--- config.mk ---
export PLATFORM = sky130hd
export DESIGN_NAME = traffic_phase_arbiter
export DESIGN_NICKNAME = d
export VERILOG_FILES = /design/src/rtl/traffic_phase_arbiter.sv
export SDC_FILE = /design/constraint.sdc
export NUM_CORES = 1
export LEC_CHECK = 0
export CAP_MARGIN = 5
export CORE_MARGIN = 1
export CORE_UTILIZATION = 61
export DETAILED_ROUTE_END_ITERATION = 10
export GPL_TIMING_DRIVEN = 0
export HOLD_SLACK_MARGIN = 0.12
export PLACE_DENSITY_LB_ADDON = 0.05
export SLEW_MARGIN = 20
export SYNTH_ARGS = -nofsm -noshare
export SYNTH_HDL_FRONTEND = slang
export SYNTH_SLANG_ARGS = --single-unit
export TNS_END_PERCENT = 5
--- constraint.sdc ---
create_clock -name clk -period 4.5 [get_ports clk]
set_input_delay 0.45 -clock clk [delete_from_list [all_inputs] [get_ports clk]]
set_output_delay 0.45 -clock clk [all_outputs]
set_load 0.05 [all_outputs]
--- src/rtl/traffic_phase_arbiter.sv ---
// rtl/traffic_phase_arbiter.sv - tick-driven two-street phase sequencer with pedestrian and emergency arbitration
//
// Purpose:
//   Sequences street A / street B green time: ARA -> AG -> AY -> ARB -> BG -> BY -> ARA.
//   Pedestrian pulses are latched until served at the entry of the green that
//   lets the pedestrian cross. A pending request can also cut the opposite
//   green short once its minimum green has elapsed. Emergency levels (A has
//   priority over B) either hold their own green or preempt the other green.
//   Every output is a register.
//
// Ports:
//   clk        in   system clock
//   rst_n      in   asynchronous active-low reset
//   tick       in   one-cycle 1 Hz pulse; all timing advances only on tick
//   ped_req_a  in   pulse, request to cross street A (served during B green)
//   ped_req_b  in   pulse, request to cross street B (served during A green)
//   emg_a      in   level, emergency vehicle on street A
//   emg_b      in   level, emergency vehicle on street B
//   street_a   out  {red,yellow,green} one-hot lamps, street A
//   street_b   out  {red,yellow,green} one-hot lamps, street B
//   walk_a     out  walk lamp, crossing A
//   walk_b     out  walk lamp, crossing B
//   remain     out  seconds left in the current phase
//   phase      out  state code ARA=0 AG=1 AY=2 ARB=3 BG=4 BY=5
//   emg_active out  current green is being held by an emergency

module traffic_phase_arbiter #(
    parameter int unsigned T_GREEN     = 25,
    parameter int unsigned T_YELLOW    = 3,
    parameter int unsigned T_ALLRED    = 2,
    parameter int unsigned T_MIN_GREEN = 8,
    parameter int unsigned T_WALK      = 10
) (
    input  logic       clk,
    input  logic       rst_n,
    input  logic       tick,
    input  logic       ped_req_a,
    input  logic       ped_req_b,
    input  logic       emg_a,
    input  logic       emg_b,
    output logic [2:0] street_a,
    output logic [2:0] street_b,
    output logic       walk_a,
    output logic       walk_b,
    output logic [7:0] remain,
    output logic [2:0] phase,
    output logic       emg_active
);

    typedef enum logic [2:0] {
        ST_ARA = 3'd0,
        ST_AG  = 3'd1,
        ST_AY  = 3'd2,
        ST_ARB = 3'd3,
        ST_BG  = 3'd4,
        ST_BY  = 3'd5
    } state_t;

    localparam logic [7:0] GREEN_TIME  = 8'(T_GREEN);
    localparam logic [7:0] YELLOW_TIME = 8'(T_YELLOW);
    localparam logic [7:0] ALLRED_TIME = 8'(T_ALLRED);
    localparam logic [7:0] WALK_TIME   = 8'(T_WALK);
    // A green may be cut short once remain has fallen to this value,
    // i.e. after T_MIN_GREEN ticks of green have been shown.
    localparam logic [7:0] EARLY_LIMIT = 8'(T_GREEN - T_MIN_GREEN + 1);

    localparam logic [2:0] LAMP_GREEN  = 3'b001;
    localparam logic [2:0] LAMP_YELLOW = 3'b010;
    localparam logic [2:0] LAMP_RED    = 3'b100;

    state_t     r_state;
    state_t     w_next_state;
    logic [7:0] r_remain;
    logic [7:0] w_next_remain;
    logic       r_pend_a;
    logic       r_pend_b;
    logic       r_walk_a;
    logic       r_walk_b;
    logic [7:0] r_walk_cnt_a;
    logic [7:0] r_walk_cnt_b;
    logic [2:0] r_street_a;
    logic [2:0] r_street_b;
    logic       r_emg_active;

    logic       w_emg_any;
    logic       w_last;
    logic       w_early_a;
    logic       w_early_b;
    logic       w_enter_ag;
    logic       w_enter_bg;
    logic       w_serve_a;
    logic       w_serve_b;
    logic       w_hold_next;

    function automatic logic [2:0] lamp_a(input state_t s);
        case (s)
            ST_AG:   lamp_a = LAMP_GREEN;
            ST_AY:   lamp_a = LAMP_YELLOW;
            default: lamp_a = LAMP_RED;
        endcase
    endfunction

    function automatic logic [2:0] lamp_b(input state_t s);
        case (s)
            ST_BG:   lamp_b = LAMP_GREEN;
            ST_BY:   lamp_b = LAMP_YELLOW;
            default: lamp_b = LAMP_RED;
        endcase
    endfunction

    assign w_emg_any = emg_a | emg_b;
    assign w_last    = (r_remain == 8'd1);
    // Pedestrians waiting to cross A shorten A's green, and vice versa.
    assign w_early_a = r_pend_a && !w_emg_any && (r_remain <= EARLY_LIMIT);
    assign w_early_b = r_pend_b && !w_emg_any && (r_remain <= EARLY_LIMIT);

    always_comb begin
        w_next_state  = r_state;
        w_next_remain = r_remain;
        if (tick) begin
            case (r_state)
                ST_ARA, ST_ARB: begin
                    if (w_last) begin
                        w_next_remain = GREEN_TIME;
                        if (emg_a) begin
                            w_next_state = ST_AG;
                        end else if (emg_b) begin
                            w_next_state = ST_BG;
                        end else if (r_state == ST_ARA) begin
                            w_next_state = ST_AG;
                        end else begin
                            w_next_state = ST_BG;
                        end
                    end else begin
                        w_next_remain = r_remain - 8'd1;
                    end
                end
                ST_AG: begin
                    if (emg_a) begin
                        // Held green: countdown frozen until release.
                        w_next_remain = r_remain;
                    end else if (emg_b || w_early_a || w_last) begin
                        w_next_state  = ST_AY;
                        w_next_remain = YELLOW_TIME;
                    end else begin
                        w_next_remain = r_remain - 8'd1;
                    end
                end
                ST_AY: begin
                    if (w_last) begin
                        w_next_state  = ST_ARB;
                        w_next_remain = ALLRED_TIME;
                    end else begin
                        w_next_remain = r_remain - 8'd1;
                    end
                end
                ST_BG: begin
                    if (emg_a) begin
                        w_next_state  = ST_BY;
                        w_next_remain = YELLOW_TIME;
                    end else if (emg_b) begin
                        w_next_remain = r_remain;
                    end else if (w_early_b || w_last) begin
                        w_next_state  = ST_BY;
                        w_next_remain = YELLOW_TIME;
                    end else begin
                        w_next_remain = r_remain - 8'd1;
                    end
                end
                ST_BY: begin
                    if (w_last) begin
                        w_next_state  = ST_ARA;
                        w_next_remain = ALLRED_TIME;
                    end else begin
                        w_next_remain = r_remain - 8'd1;
                    end
                end
                default: begin
                    w_next_state  = ST_ARA;
                    w_next_remain = ALLRED_TIME;
                end
            endcase
        end
    end

    assign w_enter_ag = (w_next_state == ST_AG) && (r_state != ST_AG);
    assign w_enter_bg = (w_next_state == ST_BG) && (r_state != ST_BG);
    // A request pulse arriving on the entry cycle is served directly.
    assign w_serve_b  = w_enter_ag && !w_emg_any && (r_pend_b || ped_req_b);
    assign w_serve_a  = w_enter_bg && !w_emg_any && (r_pend_a || ped_req_a);
    assign w_hold_next = ((w_next_state == ST_AG) && emg_a) ||
                         ((w_next_state == ST_BG) && emg_b && !emg_a);

    always_ff @(posedge clk or negedge rst_n) begin
        if (!rst_n) begin
            r_state      <= ST_ARA;
            r_remain     <= ALLRED_TIME;
            r_street_a   <= LAMP_RED;
            r_street_b   <= LAMP_RED;
            r_emg_active <= 1'b0;
        end else begin
            r_state      <= w_next_state;
            r_remain     <= w_next_remain;
            r_street_a   <= lamp_a(w_next_state);
            r_street_b   <= lamp_b(w_next_state);
            r_emg_active <= w_hold_next;
        end
    end

    always_ff @(posedge clk or negedge rst_n) begin
        if (!rst_n) begin
            r_pend_a <= 1'b0;
            r_pend_b <= 1'b0;
        end else begin
            r_pend_a <= w_serve_a ? 1'b0 : (r_pend_a | ped_req_a);
            r_pend_b <= w_serve_b ? 1'b0 : (r_pend_b | ped_req_b);
        end
    end

    // Walk lamps time out on their own tick count, independent of the phase
    // countdown; any emergency kills them immediately.
    always_ff @(posedge clk or negedge rst_n) begin
        if (!rst_n) begin
            r_walk_a     <= 1'b0;
            r_walk_cnt_a <= 8'd0;
        end else if (w_emg_any) begin
            r_walk_a     <= 1'b0;
            r_walk_cnt_a <= 8'd0;
        end else if (w_serve_a) begin
            r_walk_a     <= 1'b1;
            r_walk_cnt_a <= WALK_TIME;
        end else if (tick && r_walk_a) begin
            if (r_walk_cnt_a == 8'd1) begin
                r_walk_a <= 1'b0;
            end
            r_walk_cnt_a <= r_walk_cnt_a - 8'd1;
        end
    end

    always_ff @(posedge clk or negedge rst_n) begin
        if (!rst_n) begin
            r_walk_b     <= 1'b0;
            r_walk_cnt_b <= 8'd0;
        end else if (w_emg_any) begin
            r_walk_b     <= 1'b0;
            r_walk_cnt_b <= 8'd0;
        end else if (w_serve_b) begin
            r_walk_b     <= 1'b1;
            r_walk_cnt_b <= WALK_TIME;
        end else if (tick && r_walk_b) begin
            if (r_walk_cnt_b == 8'd1) begin
                r_walk_b <= 1'b0;
            end
            r_walk_cnt_b <= r_walk_cnt_b - 8'd1;
        end
    end

    assign street_a   = r_street_a;
    assign street_b   = r_street_b;
    assign walk_a     = r_walk_a;
    assign walk_b     = r_walk_b;
    assign remain     = r_remain;
    assign phase      = r_state;
    assign emg_active = r_emg_active;

endmodule
==> metrics.txt, run 1 <==
CTS Buf Count=5; Port Buf Inserts=26; CTS tree=yes; number of flops mapped to enable cells by yosys=0; Avg WL per Cell=17.7 um; P_leak=around 0.0011 uW; Worst R2R Setup Slack=approximately 1.9 ns; first-pass GRT wire length=around 10 mm; crit share post-route=between 60% and 70%; Seq/Total Area, Yosys=38.6%; initial antenna violation count=0; kind of start point of the critical path=input pin; r2r startpoint=remain[1]; most frequent cells in the layout=dfrtp_1, clkdlybuf4s50_1, nor3_1; Fmax=357 MHz; data required time of the worst path=roughly 4.7 ns; sequential share of power=between 40 and 50%; Power Internal=roughly 660 uW; Final min period=approximately 2.8 ns; fin. max-slew vios=0; Root Buffer=clkbuf_8; Synth Flop Type=dfrtp_1; RSZ-0062 raised after global routing=no; setup TNS=0 ns; Pwr per Cell Area=353 nW/um^2; Clk Latency, worst-skew pair=about 0.3 ns; wl on met1=2.61 mm; syn nets=approximately 270; Filler Cells Inserted=284; Mapped Area=approximately 2500 sq um; status=complete, no violations; clk slew on worst S/H paths=about 0.08 ns; Clock power frac=between 20% and 30%; RR Endpoint=r_walk_cnt_a[6]; cell taking the most area after synthesis=dfrtp_1; Top Ports=27; worst-path fanout max=9; Routed WL=roughly 6 mm; DR vias=approximately 2200; # diodes=0; skew final=0.00908 ns; #FFs+latches synth=38; Comb power frac=between 30% and 40%; Yosys top cell area share=between 30% and 40%; max cap viols=0; Ys Warns=0; main area contributors after synthesis=dfrtp_1, nor3_1, ha_1; CTS resizes=0; most common cell after layout, fill and taps aside=dfrtp_1; GP Congestion=roughly 0.98; maximum VDD drop=~0.42 mV; Area Overhead vs Synth=18.7%; Critical Path Slowest Stage Cell=clkdlybuf4s50_1; final hold violation count=0; Total GRT Usage=31.0%; die width=about 66 um; hold buffers post-CTS=1; switching share of total power=between 30 and 40%; layout cell share with drive strength beyond 1=roughly 13%; Routed Antenna Nets=0; Die H=65.7 um; critical-path cell list=clkdlybuf4s50_1 -> nor2_1 -> and3_1 -> a21o_1 -> o311ai_4 -> a2111oi_4 -> nor3_1; CP peak stage delay=around 0.58 ns; CP Class=in2reg; worst hold slack=0.529 ns; initial cell density of the core=between 60% and 70%; full die area=between 4000 and 5000 sq um; Rows=22; iteration-0 DRC count of the detailed router=between 150 and 200; Unique masters post-synth=just under 70; Post-layout nets=between 300 and 400; Min-Delay Path Class=in2async; Max H-tree Level=2; drt drc=0; Net Sw Power=roughly 370 uW; endpoint class of the critical path=register; clock buffer depth=2; total gr overflow=0; asr flop ratio synth=100%; # clock sinks=38; WP data arrival=between 2 and 3 ns; number of global-route vias before repair=~2100; Synth Instances=252; r2r worst-path depth=8; syn_area_per_cell=9.82 sq um; Highest Signal Layer=met4; final setup fails=0; core area=~3800 sq um; largest net degree at the start of global routing=33; routed vias/inst=~6.6; Slew HR=between 60% and 70%; DR WL met3=399 um; WL met2=between 2 and 3 mm; Worst Tran Pin Value=~0.58 ns; DP HPWL=4.14 mm; Post-CTS Setup Bufs=0; first drt pass iteration count=9
critical path: cells and delay by family:
family	cells	cell delay, ns
AND/OR/NAND/NOR	3	0.98
buffers and inverters	1	0.58
AO/OA/AOI/OAI	3	0.92
worst max path at each step:
stage,from,to,slack (ns),cells after the start
2_1_floorplan,remain[0],r_walk_cnt_b[0],1.96,7
3_3_place_gp,emg_b,remain[5],1.51,7
3_5_place_dp,emg_b,r_walk_cnt_a[7],1.46,7
4_1_cts,emg_b,r_walk_cnt_a[6],1.74,7
5_1_grt,emg_b,remain[5],1.51,7
6_report,emg_b,r_walk_cnt_a[6],1.70,7
logic make-up after synthesis:
logic type / Yosys count / synth area share, %
XOR/XNOR: 15 / 5.31
adder cells (fa/ha/maj): 7 / 3.54
AND/OR/NAND/NOR: 105 / 25.2
flip-flops: 38 / 38.6
buffers and inverters: 22 / 3.54
AO/OA/AOI/OAI: 65 / 23.8
through the flow:
step	utilization (%)	cell area (sq um)	total power [uW]	setup WS [ns]	std cells
detailed placement	74.5	2810	727	1.46	327
floorplan	-	2470	627	1.96	252
finish	77.9	2940	1040	1.70	336
global placement	74.1	2800	722	1.51	326
CTS	77.9	2940	1030	1.74	336
global route	77.9	2940	1070	1.51	336
synthesized netlist by cell type (4+ instances only):
master,number
dfrtp_1,35
nor3_1,23
nor2_1,17
nand2_1,14
o21ai_0,11
inv_1,10
nand3_1,8
nor4_1,8
xnor2_1,8
a21oi_1,7
ha_1,7
xor2_1,7
a31oi_1,6
clkbuf_1,6
nor3b_1,6
a22o_1,5
buf_2,4
power groups by stage:
stage	Sequential [uW]	Combinational (uW)	Clock, uW
floorplan	496	131	0
global placement	423	299	0
detailed placement	423	305	0
CTS	417	309	309
global route	421	327	324
finish	417	311	307
final cells by class:
class	count	area, sq um	area share, %
Multi-Input combinational cell	192	1430	48.8
Sequential cell	38	955	32.5
Timing Repair Buffer	28	285	9.71
Clock buffer	7	86.3	2.94
Tap cell	48	60.1	2.05
Buffer	11	46.3	1.58
Inverter	11	41.3	1.41
Clock inverter	1	30.0	1.02
registers in the layout, summed over array words and instances (netlist names):
register      count
r_pend_b          1
walk_a            1
walk_b            1
r_walk_cnt_a      8
emg_active        1
street_a          3
street_b          3
r_walk_cnt_b      8
phase             3
r_pend_a          1
remain            8
per-layer routing:
layer | GRT usage (%) | up-vias
met2 | 49.2 | 100
met5 | 0 | -
met1 | 40.4 | 1069
met4 | 12.5 | 0
li1 | - | 1025
met3 | 7.12 | 14
(Power assumes the default switching activity.)
==> run 2: changes to the inputs <==
CORE_UTILIZATION = 57   (was 61)
clock period = 2.65 ns   (was 4.5 ns; I/O delays follow)
==> metrics.txt, run 2 (synthesized netlist as in run 1, its figures left out) <==
status=complete, no violations; RSZ-0062 raised after global routing=yes; # clock sinks=38 (unchanged); crit share post-route=between 90% and 100%; CP Class=reg2reg; Root Buffer=clkbuf_8; r2r worst-path depth=8 (unchanged); clk slew on worst S/H paths=0.08 ns (about the same); most frequent cells in the layout=dfrtp_1, clkdlybuf4s50_1, nor3_1; Comb power frac=32.8% (+2.8 points); drt drc=0 (unchanged); RR Endpoint=r_walk_cnt_a[5]; Post-CTS Setup Bufs=0 (unchanged); worst-path fanout max=7 (-2); Rows=23 (+4.5%); Top Ports=27 (unchanged); Worst R2R Setup Slack=0.08 ns (-1.82 ns); Pwr per Cell Area=558 nW/um^2 (+58%); initial antenna violation count=0 (unchanged); CTS tree=yes; worst hold slack=0.332 ns (-0.197 ns); Clock power frac=23.7% (-6.0 points); Area Overhead vs Synth=18.0%; number of global-route vias before repair=1931 (-6.5%); routed vias/inst=6.31 (-4.0%); Fmax=about 390 MHz; Post-layout nets=301 (unchanged); r2r startpoint=remain[1]; Min-Delay Path Class=in2async; first drt pass iteration count=4 (-5); pre-CTS WS=-0.251 ns (-1.71 ns); Port Buf Inserts=26 (unchanged); Slew HR=58.8% (-2.4 points); first-pass GRT wire length=9.50 mm (-4.0%); initial cell density of the core=60.6% (-5.1 points); Total GRT Usage=28.2% (-2.8 points); Routed Antenna Nets=0 (unchanged); die width=67.9 um (+3.3%); final hold violation count=0 (unchanged); layout cell share with drive strength beyond 1=13.5% (+0.69 points); data required time of the worst path=2.81 ns (-1.85 ns); DR vias=2133 (-3.4%); max cap viols=0 (unchanged); DP HPWL=4.23 mm (+2.2%); CTS Buf Count=5 (unchanged); final setup fails=0 (unchanged); WP data arrival=2.73 ns (-0.23 ns); P_leak=0.00113 uW (-1.0%); Die H=67.9 um (+3.3%); setup ws final=0.0836 ns (-1.62 ns); Power Internal=999 uW (+51%); full die area=4610 sq um (+6.8%); endpoint class of the critical path=register; sequential share of power=43.5% (+3.2 points); final core occ=71.5% (-6.4 points); # diodes=0 (unchanged); Net Sw Power=630 uW (+68%); most common cell after layout, fill and taps aside=dfrtp_1; kind of start point of the critical path=register; skew final=0.00833 ns (-0.000754 ns); largest net degree at the start of global routing=34 (+3.0%); switching share of total power=38.7% (+2.5 points); total gr overflow=0 (unchanged); maximum VDD drop=0.790 mV (+89%); Avg WL per Cell=17.3 um (-2.3%); fin. max-slew vios=0 (unchanged); Final Total Pwr=1630 uW (+57%); Routed WL=5.84 mm (-1.7%); Clk Latency, worst-skew pair=0.30 ns (about the same); Worst Tran Pin Value=0.613 ns (+0.0339 ns); iteration-0 DRC count of the detailed router=195 (+7.1%); clock buffer depth=2 (unchanged); Max H-tree Level=2 (unchanged); GP Congestion=0.905 (-7.2%); Final min period=~2.6 ns; core area=4090 sq um (+8.4%)
[run 2: worst max-delay path by stage]
stage | endpoint | slack (ns) | start
after floorplan | r_walk_cnt_b[0] | 0.11 | remain[0]
after global placement | remain[5] | -0.22 | emg_b
after detailed placement | remain[5] | -0.25 | emg_b
after CTS | r_walk_cnt_a[5] | 0.03 | remain[1]
after global routing | r_walk_cnt_a[6] | -0.05 | remain[1]
final | r_walk_cnt_a[5] | 0.08 | remain[1]
[run 2: layer usage]
| metal | vias to the layer above | global-route usage (%) | wire, um |
|---|---|---|---|
| li1 | 1022 | - | - |
| met2 | 86 | 42.6 | 2710 |
| met5 | - | 0 | 0 |
| met1 | 1010 | 39.0 | 2600 |
| met3 | 15 | 7.00 | 433 |
| met4 | 0 | 10.2 | 106 |
[run 2: repair_timing]
action                     in CTS  in global routing
hold endpoints to repair       35                  0
hold buffers                    1                  0
setup endpoints to repair       0                 12
gates resized for setup         0                  4
[run 2: stage by stage]
step / TNS [ns] / area [sq um] / instances
after global placement: -2.36 / 2800 / 328
after detailed placement: -3.67 / 2810 / 329
after floorplan: 0 / 2470 / 252
after global routing: -0.152 / 2920 / 338
after CTS: 0 / 2910 / 338
final: 0 / 2920 / 338
[run 2: cell type report]
cell class	instances	area [sq um]
clock inverter	2	10.0
tap	50	62.6
timing repair buffer	28	285
multi-input combinational	192	1450
clock buffer	6	72.6
fill	312	1160
buffer	11	46.3
sequential	38	955
inverter	11	41.3
[run 2: critical path, cell delays in order (launching register included)]
cell       delay [ns]
dfstp_2          0.41
inv_1            0.08
ha_1             0.16
nor4b_4          0.38
nand2_2          0.15
a221oi_4         0.40
o311ai_4         0.20
a2111oi_4        0.55
nor3_1           0.10
[run 2: power by group through the flow]
stage	Clock (uW)	Sequential (uW)	Combinational (uW)
5_1_grt	427	717	568
2_1_floorplan	0	842	222
3_3_place_gp	0	721	511
3_5_place_dp	0	717	521
6_report	386	708	535
4_1_cts	395	709	529
